$ cat config.mk
export PLATFORM = sky130hd
export DESIGN_NAME = edge_stream
export DESIGN_NICKNAME = d
export VERILOG_FILES = /design/src/rtl/edge_stream.sv
export SDC_FILE = /design/constraint.sdc
export NUM_CORES = 1
export LEC_CHECK = 0
export ABC_CLOCK_PERIOD_IN_PS = 4900
export BUFFER_PORTS_ARGS = -buffer_cell sky130_fd_sc_hd__buf_2
export CAP_MARGIN = 0
export CORE_AREA = 2 2 133 135
export DETAILED_ROUTE_END_ITERATION = 10
export DIE_AREA = 0 0 135 137
export MAX_ROUTING_LAYER = met4
export PLACE_DENSITY_LB_ADDON = 0.12
export SLEW_MARGIN = 20
export SYNTH_ARGS = -nofsm -noshare
export SYNTH_HDL_FRONTEND = slang
export SYNTH_SLANG_ARGS = --single-unit
export TNS_END_PERCENT = 50
$ cat constraint.sdc
create_clock -name clk -period 4.9 [get_ports clk]
set_clock_uncertainty 0.1 [all_clocks]
set_input_delay 0.735 -clock clk [delete_from_list [all_inputs] [get_ports clk]]
set_output_delay 0.735 -clock clk [all_outputs]
set_load 0.05 [all_outputs]
$ cat src/rtl/edge_stream.sv
// ============================================================================
// Module      : edge_stream
// Description : Grid-edge I/O endpoint for one node direction port. The host
//               pushes words into an inbound FIFO that is offered to the node
//               over a req/ack handshake. Words written by the node land in an
//               outbound FIFO that the host pops (show-ahead head).
// Revision    : 1.0 - initial release
// ============================================================================
`default_nettype none

module edge_stream #(
  parameter int WORD_W = 11,
  parameter int DEPTH  = 8
) (
  input  logic              clk,
  input  logic              rst_n,
  input  logic              clear,
  // host side, inbound FIFO
  input  logic              push,
  input  logic [WORD_W-1:0] push_data,
  output logic              full,
  // host side, outbound FIFO
  input  logic              pop,
  output logic [WORD_W-1:0] pop_data,
  output logic              empty,
  output logic              ovf,
  // edge -> node
  output logic              to_node_req,
  output logic [WORD_W-1:0] to_node_data,
  input  logic              to_node_ack,
  // node -> edge
  input  logic              fr_node_req,
  input  logic [WORD_W-1:0] fr_node_data,
  output logic              fr_node_ack
);

  // Pointer width carries one extra bit so full and empty are distinguishable.
  localparam int            c_AW        = $clog2(DEPTH);
  localparam logic [c_AW:0] c_DEPTH_CNT = (c_AW + 1)'(DEPTH);

  localparam logic [0:0] c_TX_IDLE  = 1'b0;
  localparam logic [0:0] c_TX_OFFER = 1'b1;
  localparam logic [0:0] c_RX_IDLE  = 1'b0;
  localparam logic [0:0] c_RX_ACK   = 1'b1;

  // --------------------------------------------------------------------------
  // Inbound FIFO (host -> node)
  // --------------------------------------------------------------------------
  logic [WORD_W-1:0] r_in_mem [DEPTH];
  logic [c_AW:0]     r_in_wr;
  logic [c_AW:0]     r_in_rd;
  logic [c_AW:0]     w_in_count;
  logic              w_in_full;
  logic              w_in_empty;
  logic              w_in_pop;
  logic              w_in_push_ok;
  logic              w_in_drop;
  logic [WORD_W-1:0] w_in_head;

  logic [0:0]        r_tx_state;
  logic              r_to_node_req;
  logic [WORD_W-1:0] r_to_node_data;

  assign w_in_count   = r_in_wr - r_in_rd;
  assign w_in_full    = (w_in_count == c_DEPTH_CNT);
  assign w_in_empty   = (r_in_wr == r_in_rd);
  // The offered word leaves the FIFO only once the node has taken it.
  assign w_in_pop     = (r_tx_state == c_TX_OFFER) && to_node_ack;
  // A pop in the same cycle frees the slot, so a push on full still lands.
  assign w_in_push_ok = push && (!w_in_full || w_in_pop);
  assign w_in_drop    = push && w_in_full && !w_in_pop;
  assign w_in_head    = r_in_mem[r_in_rd[c_AW-1:0]];

  // Inbound storage write; contents need no reset because the pointers gate them.
  always_ff @(posedge clk) begin
    if (w_in_push_ok) begin
      r_in_mem[r_in_wr[c_AW-1:0]] <= push_data;
    end
  end

  // Inbound pointer update; both pointers may move in the same cycle.
  always_ff @(posedge clk or negedge rst_n) begin
    if (!rst_n) begin
      r_in_wr <= '0;
      r_in_rd <= '0;
    end else if (clear) begin
      r_in_wr <= '0;
      r_in_rd <= '0;
    end else begin
      if (w_in_push_ok) begin
        r_in_wr <= r_in_wr + 1'b1;
      end
      if (w_in_pop) begin
        r_in_rd <= r_in_rd + 1'b1;
      end
    end
  end

  // --------------------------------------------------------------------------
  // TX handshake: offer the inbound head and hold it until the node acks.
  // --------------------------------------------------------------------------
  // TX FSM; data is captured on entry to OFFER so later pushes cannot disturb it.
  always_ff @(posedge clk or negedge rst_n) begin
    if (!rst_n) begin
      r_tx_state     <= c_TX_IDLE;
      r_to_node_req  <= 1'b0;
      r_to_node_data <= '0;
    end else if (clear) begin
      r_tx_state     <= c_TX_IDLE;
      r_to_node_req  <= 1'b0;
      r_to_node_data <= '0;
    end else if (r_tx_state == c_TX_IDLE) begin
      if (!w_in_empty) begin
        r_tx_state     <= c_TX_OFFER;
        r_to_node_req  <= 1'b1;
        r_to_node_data <= w_in_head;
      end
    end else begin
      // Blocks indefinitely without an ack; the word stays in the FIFO.
      if (to_node_ack) begin
        r_tx_state    <= c_TX_IDLE;
        r_to_node_req <= 1'b0;
      end
    end
  end

  assign to_node_req  = r_to_node_req;
  assign to_node_data = r_to_node_data;

  // --------------------------------------------------------------------------
  // Outbound FIFO (node -> host)
  // --------------------------------------------------------------------------
  logic [WORD_W-1:0] r_out_mem [DEPTH];
  logic [c_AW:0]     r_out_wr;
  logic [c_AW:0]     r_out_rd;
  logic [c_AW:0]     w_out_count;
  logic              w_out_full;
  logic              w_out_empty;
  logic              w_out_pop_ok;
  logic              w_out_wr;

  logic [0:0]        r_rx_state;
  logic              r_fr_node_ack;

  assign w_out_count  = r_out_wr - r_out_rd;
  assign w_out_full   = (w_out_count == c_DEPTH_CNT);
  assign w_out_empty  = (r_out_wr == r_out_rd);
  assign w_out_pop_ok = pop && !w_out_empty;
  // Node words are never dropped: without room the node simply is not acked.
  // A host pop in the same cycle counts as room.
  assign w_out_wr     = (r_rx_state == c_RX_IDLE) && fr_node_req &&
                        (!w_out_full || w_out_pop_ok);

  // Outbound storage write.
  always_ff @(posedge clk) begin
    if (w_out_wr) begin
      r_out_mem[r_out_wr[c_AW-1:0]] <= fr_node_data;
    end
  end

  // Outbound pointer update; a pop while empty leaves everything unchanged.
  always_ff @(posedge clk or negedge rst_n) begin
    if (!rst_n) begin
      r_out_wr <= '0;
      r_out_rd <= '0;
    end else if (clear) begin
      r_out_wr <= '0;
      r_out_rd <= '0;
    end else begin
      if (w_out_wr) begin
        r_out_wr <= r_out_wr + 1'b1;
      end
      if (w_out_pop_ok) begin
        r_out_rd <= r_out_rd + 1'b1;
      end
    end
  end

  // --------------------------------------------------------------------------
  // RX handshake: one-cycle ack per accepted word, then back to IDLE.
  // --------------------------------------------------------------------------
  // RX FSM; a req still high during ACK is a node protocol error and is ignored.
  always_ff @(posedge clk or negedge rst_n) begin
    if (!rst_n) begin
      r_rx_state    <= c_RX_IDLE;
      r_fr_node_ack <= 1'b0;
    end else if (clear) begin
      r_rx_state    <= c_RX_IDLE;
      r_fr_node_ack <= 1'b0;
    end else if (r_rx_state == c_RX_IDLE) begin
      if (w_out_wr) begin
        r_rx_state    <= c_RX_ACK;
        r_fr_node_ack <= 1'b1;
      end
    end else begin
      r_rx_state    <= c_RX_IDLE;
      r_fr_node_ack <= 1'b0;
    end
  end

  assign fr_node_ack = r_fr_node_ack;

  // --------------------------------------------------------------------------
  // Sticky overflow: only a host push into a full inbound FIFO can set it.
  // --------------------------------------------------------------------------
  logic r_ovf;

  // Overflow flag, cleared only by reset or clear.
  always_ff @(posedge clk or negedge rst_n) begin
    if (!rst_n) begin
      r_ovf <= 1'b0;
    end else if (clear) begin
      r_ovf <= 1'b0;
    end else if (w_in_drop) begin
      r_ovf <= 1'b1;
    end
  end

  assign full     = w_in_full;
  assign empty    = w_out_empty;
  assign ovf      = r_ovf;
  assign pop_data = w_out_empty ? '0 : r_out_mem[r_out_rd[c_AW-1:0]];

endmodule

`default_nettype wire

==> metrics.sh, run 1 <==
POST_ROUTE_CELLS_DRIVE_ABOVE_1_SHARE_PCT=28.35
SYNTHESIS.AREA_UM2=8406
CTS_H_TREE_LVLS=1
CRIT_REQUIRED_NS=4.07
SYNTH_LARGEST_TYPE_AREA_FRACTION_PCT=62.88
RSZ0062_AT_GRT='false'
FLOORPLAN.DIE_AREA_UM2=18500
POST_SYNTH_TOP_CELLS='176 x sky130_fd_sc_hd__edfxtp_1, 53 x sky130_fd_sc_hd__nand2_1, 44 x sky130_fd_sc_hd__mux4_2'
INITIAL_UTILIZATION_PCT=49.28
GRT_FIRST_PASS_WIRELENGTH_UM=26010
NET_COUNT_OF_THE_MAPPED_NETLIST=521
FINAL_SETUP_VIOLATING_ENDPOINTS=0
NETS=591
ROUTED-VIA-COUNT=4362
CP.ARRIVAL_NS=2.89
CTS_RESIZED=0
FLOORPLAN.DIE.HEIGHT_UM=137
CRIT_PATH_END_KIND='output pin'
YS_TOP_CELLS_BY_AREA='sky130_fd_sc_hd__edfxtp_1 63%, sky130_fd_sc_hd__mux4_2 12%, sky130_fd_sc_hd__dfrtp_1 9.5%'
PLACEMENT_ROWS=48
PATH_CLASS='flop to output pin'
YOSYSSEQAREASHARE_PCT=72.40
YOSYSWARNINGCOUNT=0
STATIC-LEAKAGE-POWER_uW=0.003453
FRACTION_OF_THE_CYCLE_THE_FINAL_WORST_PATH_NEEDS_PCT=76.08
CTS_TREE='yes'
TIMING.CRITICAL_PATH.SLOWEST_STAGE_CELL='sky130_fd_sc_hd__inv_1'
CLKLATENCYLATEPIN_NS=0.50
OVERFLOW=0
YOSYS_REGISTER_BITS=208
SYNTH_TOP_CELL_BY_AREA='sky130_fd_sc_hd__edfxtp_1'
CTS.HOLD.BUFFERS_ADDED=0
FIN_CELLS=793
TRITONCTS_NUM_SINKS=208
DP.CELLS=753
RELSLEWSLACK_PCT=44.82
FLOORPLAN_CORE_AREA_UM2=17060
GRT_ANTENNA_BEFORE_REPAIR=0
DRT_ITER0_MARKERS=245
TIMING.CRITICAL_PATH.CELLS='buf_4 -> inv_1 -> ha_1 -> a21oi_1 -> a21oi_1 -> nor4b_2 -> buf_2'
MAX_CAP_VIOLATIONS=0
LAYOUT.FILLER_CELLS=1352
CTSLONGESTPATHBUFFERS=3
GRT_MAX_DEGREE=40
SETUP.WORST_PATH.START='r_in_rd[2]'
DETAIL_ROUTE.DRC_VIOLATIONS=0
ROUTE.ANTENNA.REMAINING_NETS=0
CRIT_PATH_MAX_FANOUT=13
ANTENNA_CELLS=0
MIN-DELAY-PATH-CLASS='input pin to asynchronous set/reset pin'
YS_DOMINANT_REG_CELL='sky130_fd_sc_hd__edfxtp_1'
CTS-BUFFERS-INSERTED=22
DR.PASS1.ITERS=4
AVGVIACOUNTPERCELL=5.501
ROUTE.DETAILED.WL_PER_INST_UM=21.36
IO_PINS=56
DIE_WIDTH_UM=135
FINAL-MAX-SLEW-VIOLATION-COUNT=0
DETAILED_PLACE_HPWL_UM=10610
FINAL_PERIOD_MINUS_WORST_SETUP_SLACK_NS=3.728
RUN_STATUS='completed'
SETUP-TNS-FINAL_NS=0
GRTUSAGETOTAL_PCT=19.64
VDD.IR_DROP.WORST_uV=460.8
SYNTHARSTFLOPSHARE_PCT=15.38
YOSYS.CELL_TYPES.COUNT=39
POSTCTSSETUPREPAIRBUFS=0
PORT_BUFFERS=55
POWER_DENSITY_nW_PER_UM2=543.1
AREAGROWTHSYNTHTOFINISH_PCT=15.88
PATH_COMMON_CELL='sky130_fd_sc_hd__a21oi_1'
CTSROOTBUFFERMASTER='sky130_fd_sc_hd__clkbuf_16'
CPPEAKSTAGEDELAY_NS=0.43
CLKTRANSATPATHREGS_NS=0.06
FIRST_GLOBAL_VIAS=4600
R2R_START='r_in_rd[2]'
GLOBALPLACE.CONGESTION=0.7287
WORST-SLEW-PIN-TRANSITION_NS=0.8276
POST_SYNTH_INST_COUNT=482
SYNTH_ENABLE_FLOP_CELLS=176
RR_WORST_DEPTH=8
REPORT.FINAL.HOLD_VIOL_COUNT=0
SYN-MEAN-INSTANCE-AREA_UM2=17.44
MAXCLOCKFREQUENCY_MHz=268.3
TOTAL_LENGTH_OF_ROUTED_WIRES_UM=16940
CRITPATHLAUNCHTYPE='flop'
YOSYSMOSTFREQUENTCELL='sky130_fd_sc_hd__edfxtp_1'
final timing paths:
path | end | slack [ns]
min in group clk | ovf | 0.39
worst max-delay path | full | 1.17
worst min-delay path | to_node_data[7] | 0.24
max in group asynchronous | r_out_rd[3] | 3.93
worst min register to register | ovf | 0.39
worst max register to register | r_in_mem[5][3] | 1.38
cell type report:
| cell class | instances | area, µm² | area share [%] |
|---|---|---|---|
| tap | 225 | 281.5 | 2.890 |
| sequential | 208 | 6086 | 62.48 |
| clock buffer | 31 | 625.6 | 6.423 |
| timing repair buffer | 71 | 395.4 | 4.059 |
| inverter | 10 | 37.54 | 0.3854 |
| clock inverter | 9 | 88.84 | 0.9120 |
| multi-input combinational | 239 | 2226 | 22.85 |
cell families (layout without fill, tap and decap cells):
logic type               after synthesis  in the layout  share of synthesized area [%]
XOR/XNOR                              10             10                          1.042
buffers and inverters                 35            121                          1.727
flip-flops                           208            208                          72.40
AND/OR/NAND/NOR                      130            130                          7.532
AO/OA/AOI/OAI                         36             36                          2.873
multiplexers                          53             53                          12.94
adder cells (fa/ha/maj)               10             10                          1.489
where the power goes:
part           total, µW  internal (µW)  switching (µW)
clock               1620            991             633
sequential          2190           2090             102
combinational       1480            481             995
total               5290           3560            1730
registers in the layout (all words and copies together) (netlist names):
signal / cells
fr_node_ack: 1
ovf: 1
r_in_mem: 88
r_in_rd: 4
r_in_wr: 4
r_out_mem: 88
r_out_rd: 4
r_out_wr: 4
r_rx_state: 1
r_tx_state: 1
to_node_data: 11
to_node_req: 1
layout by cell type (no fill, tap or decap), drive strengths merged, types with 7 or more instances in the layout:
master / Yosys / routed
edfxtp: 176 / 176
buf: 8 / 71
nand2: 53 / 53
mux4: 44 / 44
dfrtp: 32 / 32
nor2: 31 / 31
clkbuf: 17 / 31
a21oi: 18 / 18
a311oi: 12 / 12
inv: 10 / 10
ha: 10 / 10
nor2b: 9 / 9
clkinv: 0 / 7
routing by layer:
metal	wire length (µm)	up-vias	GRT usage, %
met3	706	36	3.296
met1	6540	2215	21.86
met5	0	-	-
li1	-	2017	-
met4	461	0	6.887
met2	9230	94	35.84
worst max-delay path: cells and delay by family (launching register included):
family                   cells  cell delay, ns
AO/OA/AOI/OAI                2            0.30
flip-flops                   1            0.35
buffers and inverters        3            0.97
adder cells (fa/ha/maj)      1            0.38
AND/OR/NAND/NOR              1            0.39
per-stage QoR:
step / total power [µW] / hold WS [ns] / utilization [%] / area, µm² / worst slack [ns]
finish: 5290 / 0.2386 / 57.11 / 9741 / 1.172
global route: 5523 / 0.3016 / 57.11 / 9741 / 0.9450
CTS: 5357 / 0.2553 / 57.08 / 9736 / 1.138
detailed placement: 3727 / 0.3893 / 52.89 / 9021 / 1.360
global placement: 3702 / 0.3837 / 52.89 / 9021 / 1.427
floorplan: 3320 / 0.3394 / - / 8406 / 1.063
(Power assumes the default switching activity.)
==> run 2: changes to the inputs <==
Settings changed: ABC_CLOCK_PERIOD_IN_PS 4900 to 3200.
Clock period 4.9 ns to 3.2 ns, I/O delays scaled along.
==> run 2 against run 1 <==
Net effect: the flow now finishes with violations (negative hold slack); first-iteration DRC count rose by 22%; clock power rose by 52%; sequential cell count did not move; sequential power rose by 52%; cell count rose by 1.1%; design area rose by 0.77%; largest cell class unchanged; largest power group unchanged; highest routed layer unchanged.
==> metrics.sh, run 2 (synthesized netlist as in run 1, its figures left out) <==
NETS=600
MIN-DELAY-PATH-CLASS='input pin to asynchronous set/reset pin'
R2R_START='r_out_wr[1]'
ROUTE.DETAILED.WL_PER_INST_UM=20.92
GLOBAL_ROUTE.USAGE.MET2_PCT=30.17
FLOORPLAN_CORE_AREA_UM2=17060
POWER.SWITCHING_FRACTION_PCT=32.87
PATH_CLASS='flop to output pin'
GRT_UTIL_MET1_PCT=26.83
VDD.IR_DROP.WORST_uV=514.1
TOTAL_LENGTH_OF_ROUTED_WIRES_UM=16780
DR.PASS1.ITERS=5
FLOORPLAN.DIE.HEIGHT_UM=137
FINAL_SETUP_VIOLATING_ENDPOINTS=0
REPORT.FINAL.HOLD_VIOL_COUNT=4
FAILING_CHECKS='negative hold slack'
ROUTE.ANTENNA.REMAINING_NETS=0
CTS_H_TREE_LVLS=1
RUN_STATUS='finished with violations'
CTS_TREE='yes'
MAX_CAP_VIOLATIONS=0
ANTENNA_CELLS=0
PLACEMENT_STAGE_CELL_AREA_UM2=9107
GRTUSAGETOTAL_PCT=19.14
CRIT_PATH_END_KIND='output pin'
POWER.SEQUENTIAL.FRACTION_PCT=41.0
R2R_END='r_out_mem[3][3]'
FINAL-MAX-SLEW-VIOLATION-COUNT=0
ROUTED-VIA-COUNT=4429
PLACEMENT_ROWS=48
FINAL_PERIOD_MINUS_WORST_SETUP_SLACK_NS=2.977
CTSLONGESTPATHBUFFERS=3
WHS_NS=-0.002195
POWER_DENSITY_nW_PER_UM2=824.9
CP.ARRIVAL_NS=2.40
MAXCLOCKFREQUENCY_MHz=335.9
CTS.HOLD.BUFFERS_ADDED=0
DETAIL_ROUTE.DRC_VIOLATIONS=0
POSTCTSSETUPREPAIRBUFS=0
DP.CELLS=761
GRT_ANTENNA_BEFORE_REPAIR=0
RELSLEWSLACK_PCT=29.11
CLKTRANSATPATHREGS_NS=0.06
FRACTION_OF_THE_CYCLE_THE_FINAL_WORST_PATH_NEEDS_PCT=93.04
DETAILED_PLACE_HPWL_UM=10470
CTS_RESIZED=0
GLOBALPLACE.CONGESTION=0.7788
POST_ROUTE_CELLS_DRIVE_ABOVE_1_SHARE_PCT=29.81
CTSROOTBUFFERMASTER='sky130_fd_sc_hd__clkbuf_16'
CRIT_PATH_MAX_FANOUT=13
RR_WORST_DEPTH=7
DRT_ITER0_MARKERS=299
WORST-SLEW-PIN-TRANSITION_NS=1.059
FINAL_CELL_MIX='176 x sky130_fd_sc_hd__edfxtp_1, 55 x sky130_fd_sc_hd__buf_2, 53 x sky130_fd_sc_hd__nand2_1'
TOTAL_SWITCHING_POWER_uW=2662
DESIGN_AREA_UM2=9816
SETUP.REG_TO_REG.WORST_SLACK_NS=0.33
AREAGROWTHSYNTHTOFINISH_PCT=16.78
WORST_SETUP_PATH_ENDPOINT='pop_data[6]'
CTS-BUFFERS-INSERTED=23
TRITONCTS_NUM_SINKS=208
P_CLK_SHARE_PCT=30.5
GROUTE.LAYER.MET3.USAGE_PCT=2.926
RSZ0062_AT_GRT='false'
CRIT_REQUIRED_NS=2.62
LAYOUT.CORE_UTILIZATION_PCT=57.55
IO_PINS=56
INITIAL_UTILIZATION_PCT=49.28
FIRST_GLOBAL_VIAS=4536
GR-MAX-USAGE-LAYER='met2'
CRITPATHLAUNCHTYPE='flop'
CELLINTERNALPOWER_uW=5435
POWER.SHARE.COMBINATIONAL_PCT=28.5
DIE_WIDTH_UM=135
SETUP.WORST_PATH.START='r_out_wr[0]'
STATIC-LEAKAGE-POWER_uW=0.003495
GRT_FIRST_PASS_WIRELENGTH_UM=25660
CLKLATENCYLATEPIN_NS=0.49
AVGVIACOUNTPERCELL=5.522
FIN_CELLS=802
MOSTFREQUENTLAYOUTCELL='sky130_fd_sc_hd__edfxtp_1'
FLOORPLAN.DIE_AREA_UM2=18500
OVERFLOW=0
GRT_MAX_DEGREE=40
PORT_BUFFERS=55
[run 2: power groups by stage]
stage          Combinational, µW  Sequential, µW  Clock [µW]
4_1_cts                     2340            3320        2530
5_1_grt                     2500            3340        2630
3_3_place_gp                2300            3360           0
3_5_place_dp                2340            3370           0
2_1_floorplan               1540            3580           0
6_report                    2310            3320        2470
[run 2: how the worst min path moves through the flow]
| stage | to | slack [ns] | cells past startpoint |
|---|---|---|---|
| 5_1_grt | r_in_rd[1] | 0.07 | 1 |
| 3_3_place_gp | ovf | 0.39 | 2 |
| 6_report | r_rx_state | -0.002 | 1 |
| 4_1_cts | r_in_wr[1] | 0.03 | 1 |
| 3_5_place_dp | ovf | 0.39 | 2 |
| 2_1_floorplan | fr_node_ack | 0.08 | 0 |
[run 2: routing by layer]
metal  routed length, µm  part of all wire [%]  up-vias
li1                    -                     -     2034
met1                7407                    44     2258
met2                8187                    49      118
met3                 971                   5.8       19
met4                 212                   1.3        0
met5                   0                     0        -
[run 2: cell type report]
type / instances / area [µm²]
Timing Repair Buffer: 79 / 455.4
Multi-Input combinational cell: 239 / 2247
Tap cell: 225 / 281.5
Clock buffer: 30 / 601.8
Clock inverter: 11 / 106.4
Inverter: 10 / 37.54
Sequential cell: 208 / 6086
Fill cell: 1359 / 7241
[run 2: metrics by stage]
stage / TNS [ns] / total power (µW) / worst slack (ns)
after floorplan: -12.23 / 5117 / -0.1651
after global placement: 0 / 5665 / 0.4075
after detailed placement: 0 / 5710 / 0.3532
after CTS: 0 / 8191 / 0.1865
after global routing: 0 / 8469 / 0.05150
final: 0 / 8097 / 0.2227
[run 2: critical path, stage by stage, from the launching register on]
cell	delay, ns
sky130_fd_sc_hd__dfrtp_1	0.52
sky130_fd_sc_hd__inv_1	0.18
sky130_fd_sc_hd__ha_1	0.35
sky130_fd_sc_hd__nand3_1	0.13
sky130_fd_sc_hd__nor2_1	0.05
sky130_fd_sc_hd__buf_4	0.22
sky130_fd_sc_hd__a21oi_1	0.16
sky130_fd_sc_hd__buf_2	0.29
==> run 3: changes to the inputs <==
Settings changed: BUFFER_PORTS_ARGS -buffer_cell sky130_fd_sc_hd__buf_2 to default, CTS_BUF_LIST from default to sky130_fd_sc_hd__clkbuf_8 sky130_fd_sc_hd__clkbuf_16, DONT_BUFFER_PORTS from default to 1.
==> run 3 against run 2 <==
Net effect: the flow now finishes without violations; sequential share of layout area fell by 1.1 points; first-iteration DRC count rose by 34%; clock-buffer cell count fell by 5; critical path type is now flop to flop; via count fell by 0.59%; non-clock buffer count fell by 17; wire length rose by 1.6%.
==> metrics.sh, run 3 (synthesized netlist as in run 1, its figures left out) <==
CTS_H_TREE_LVLS=1
PORT_BUFFERS=0
ROUTED-VIA-COUNT=4403
DRT_ITER0_MARKERS=401
CTS-BUFFERS-INSERTED=23
CRIT_PATH_END_KIND='flop'
POST_ROUTE_CELLS_DRIVE_ABOVE_1_SHARE_PCT=24.96
LAYOUT.FILLER_CELLS=1339
GRT_FIRST_PASS_WIRELENGTH_UM=26780
TOTAL_LENGTH_OF_ROUTED_WIRES_UM=17050
CP.ARRIVAL_NS=2.91
POSTCTSSETUPREPAIRBUFS=0
CTSROOTBUFFERMASTER='sky130_fd_sc_hd__clkbuf_16'
RELSLEWSLACK_PCT=34.83
DETAIL_ROUTE.DRC_VIOLATIONS=0
CLKLATENCYLATEPIN_NS=0.50
GRTUSAGETOTAL_PCT=19.88
ROUTE.ANTENNA.REMAINING_NETS=0
PLACEMENT_ROWS=48
TIMING.FINAL.WS_SETUP_NS=0.3226
FRACTION_OF_THE_CYCLE_THE_FINAL_WORST_PATH_NEEDS_PCT=89.92
WORST-SLEW-PIN-TRANSITION_NS=0.9732
RUN_STATUS='completed'
NETS=583
DETAILED_PLACE_HPWL_UM=10810
GRT_ANTENNA_BEFORE_REPAIR=0
CTSLONGESTPATHBUFFERS=3
PLACE_WORST_SETUP_SLACK_NS=0.03725
DR.PASS1.ITERS=6
TRITONCTS_NUM_SINKS=208
OVERFLOW=0
VDD.IR_DROP.WORST_uV=427.3
STATIC-LEAKAGE-POWER_uW=0.003474
MAX_CAP_VIOLATIONS=0
CRITICAL-PATH-TOP-DELAY-FAMILY='simple AND/OR/NAND/NOR gates'
AREAGROWTHSYNTHTOFINISH_PCT=18.89
TIMING.CRITICAL_PATH.SLOWEST_STAGE_CELL='sky130_fd_sc_hd__nor3_4'
RSZ0062_AT_GRT='false'
WORST_PATH_BUFS_INVS=1
FLOORPLAN.DIE.HEIGHT_UM=137
REPORT.FINAL.HOLD_VIOL_COUNT=0
AVGVIACOUNTPERCELL=5.602
CPPEAKSTAGEDELAY_NS=0.54
FLOORPLAN_CORE_AREA_UM2=17060
POWER_DENSITY_nW_PER_UM2=834.0
CRITPATHLAUNCHTYPE='flop'
FINAL_SETUP_VIOLATING_ENDPOINTS=0
PATH_CLASS='flop to flop'
MIN-DELAY-PATH-CLASS='input pin to flop'
CLKTRANSATPATHREGS_NS=0.06
INITIAL_UTILIZATION_PCT=49.28
GLOBALPLACE.CONGESTION=0.8183
MOSTFREQUENTLAYOUTCELL='sky130_fd_sc_hd__edfxtp_1'
PLACEMENT_STAGE_CELL_AREA_UM2=8959
CTS_TREE='yes'
MAXCLOCKFREQUENCY_MHz=347.5
FINAL-MAX-SLEW-VIOLATION-COUNT=0
CRIT_PATH_MAX_FANOUT=11
IO_PINS=56
DIE_WIDTH_UM=135
POST_LAYOUT_TOTAL_POWER_uW=8335
FINAL_PERIOD_MINUS_WORST_SETUP_SLACK_NS=2.877
GRT_MAX_DEGREE=33
ROUTE.DETAILED.WL_PER_INST_UM=21.69
FINAL_CELL_MIX='176 x sky130_fd_sc_hd__edfxtp_1, 53 x sky130_fd_sc_hd__nand2_1, 44 x sky130_fd_sc_hd__mux4_2'
DESIGN_AREA_UM2=9993
ANTENNA_CELLS=0
FLOORPLAN.DIE_AREA_UM2=18500
CRIT_REQUIRED_NS=3.23
TIMING.CRITICAL_PATH.CELLS='xor2_1 -> mux2i_1 -> a311oi_2 -> or2b_2 -> buf_4 -> nor3_4'
FIRST_GLOBAL_VIAS=4669
==> run 3: layout make-up <==
class	count	area (µm²)	area share [%]
Clock buffer	25	603.1	6.035
Clock inverter	17	170.2	1.703
Inverter	10	37.54	0.3756
Multi-Input combinational cell	239	2282	22.84
Sequential cell	208	6086	60.90
Tap cell	225	281.5	2.817
Timing Repair Buffer	62	533.0	5.334
==> run 3: metal layers <==
| metal | GRT usage (%) | vias up | routed length (µm) |
|---|---|---|---|
| met4 | 4.572 | 0 | 206 |
| li1 | - | 2010 | - |
| met3 | 3.481 | 19 | 1097 |
| met1 | 28.35 | 2261 | 7536 |
| met5 | - | - | 0 |
| met2 | 30.51 | 113 | 8210 |
==> run 3: repair_timing <==
item / in CTS / in global routing
hold buffers: 25 / 0
resized for setup: 0 / 1
endpoints found under the hold margin: 233 / 0
setup endpoints to repair: 0 / 11
==> run 3: through the flow <==
| step | cells | TNS (ns) | utilization, % | hold WS [ns] |
|---|---|---|---|---|
| after global placement | 719 | 0 | 52.37 | 0.08600 |
| final | 786 | 0 | 58.59 | 0.05252 |
| after CTS | 786 | 0 | 58.58 | 0.03695 |
| after floorplan | 482 | -12.23 | - | 0.08441 |
| after detailed placement | 719 | 0 | 52.52 | 0.08532 |
| after global routing | 786 | 0 | 58.59 | 0.05304 |
==> run 3: path summary, 6_finish.rpt <==
| path | from | to | slack, ns | cells after the start |
|---|---|---|---|---|
| setup / recovery | r_out_wr[3] | r_out_mem[3][9] | 0.32 | 6 |
| hold / removal | clear | r_in_wr[1] | 0.05 | 2 |
| setup reg to reg | r_out_wr[3] | r_out_mem[3][9] | 0.32 | 6 |
| hold reg to reg | r_out_rd[3] | r_out_rd[3] | 0.47 | 2 |
| max in group asynchronous | rst_n | to_node_data[2] | 2.46 | 2 |
| min in group asynchronous | rst_n | r_in_rd[3] | 0.35 | 2 |
==> run 3: report_power, final <==
group,switching (µW),internal [µW],leakage (µW)
sequential,348,3200,0.00203
clock,1040,1610,0.000390
combinational,1330,812,0.00106
total,2720,5620,0.00347
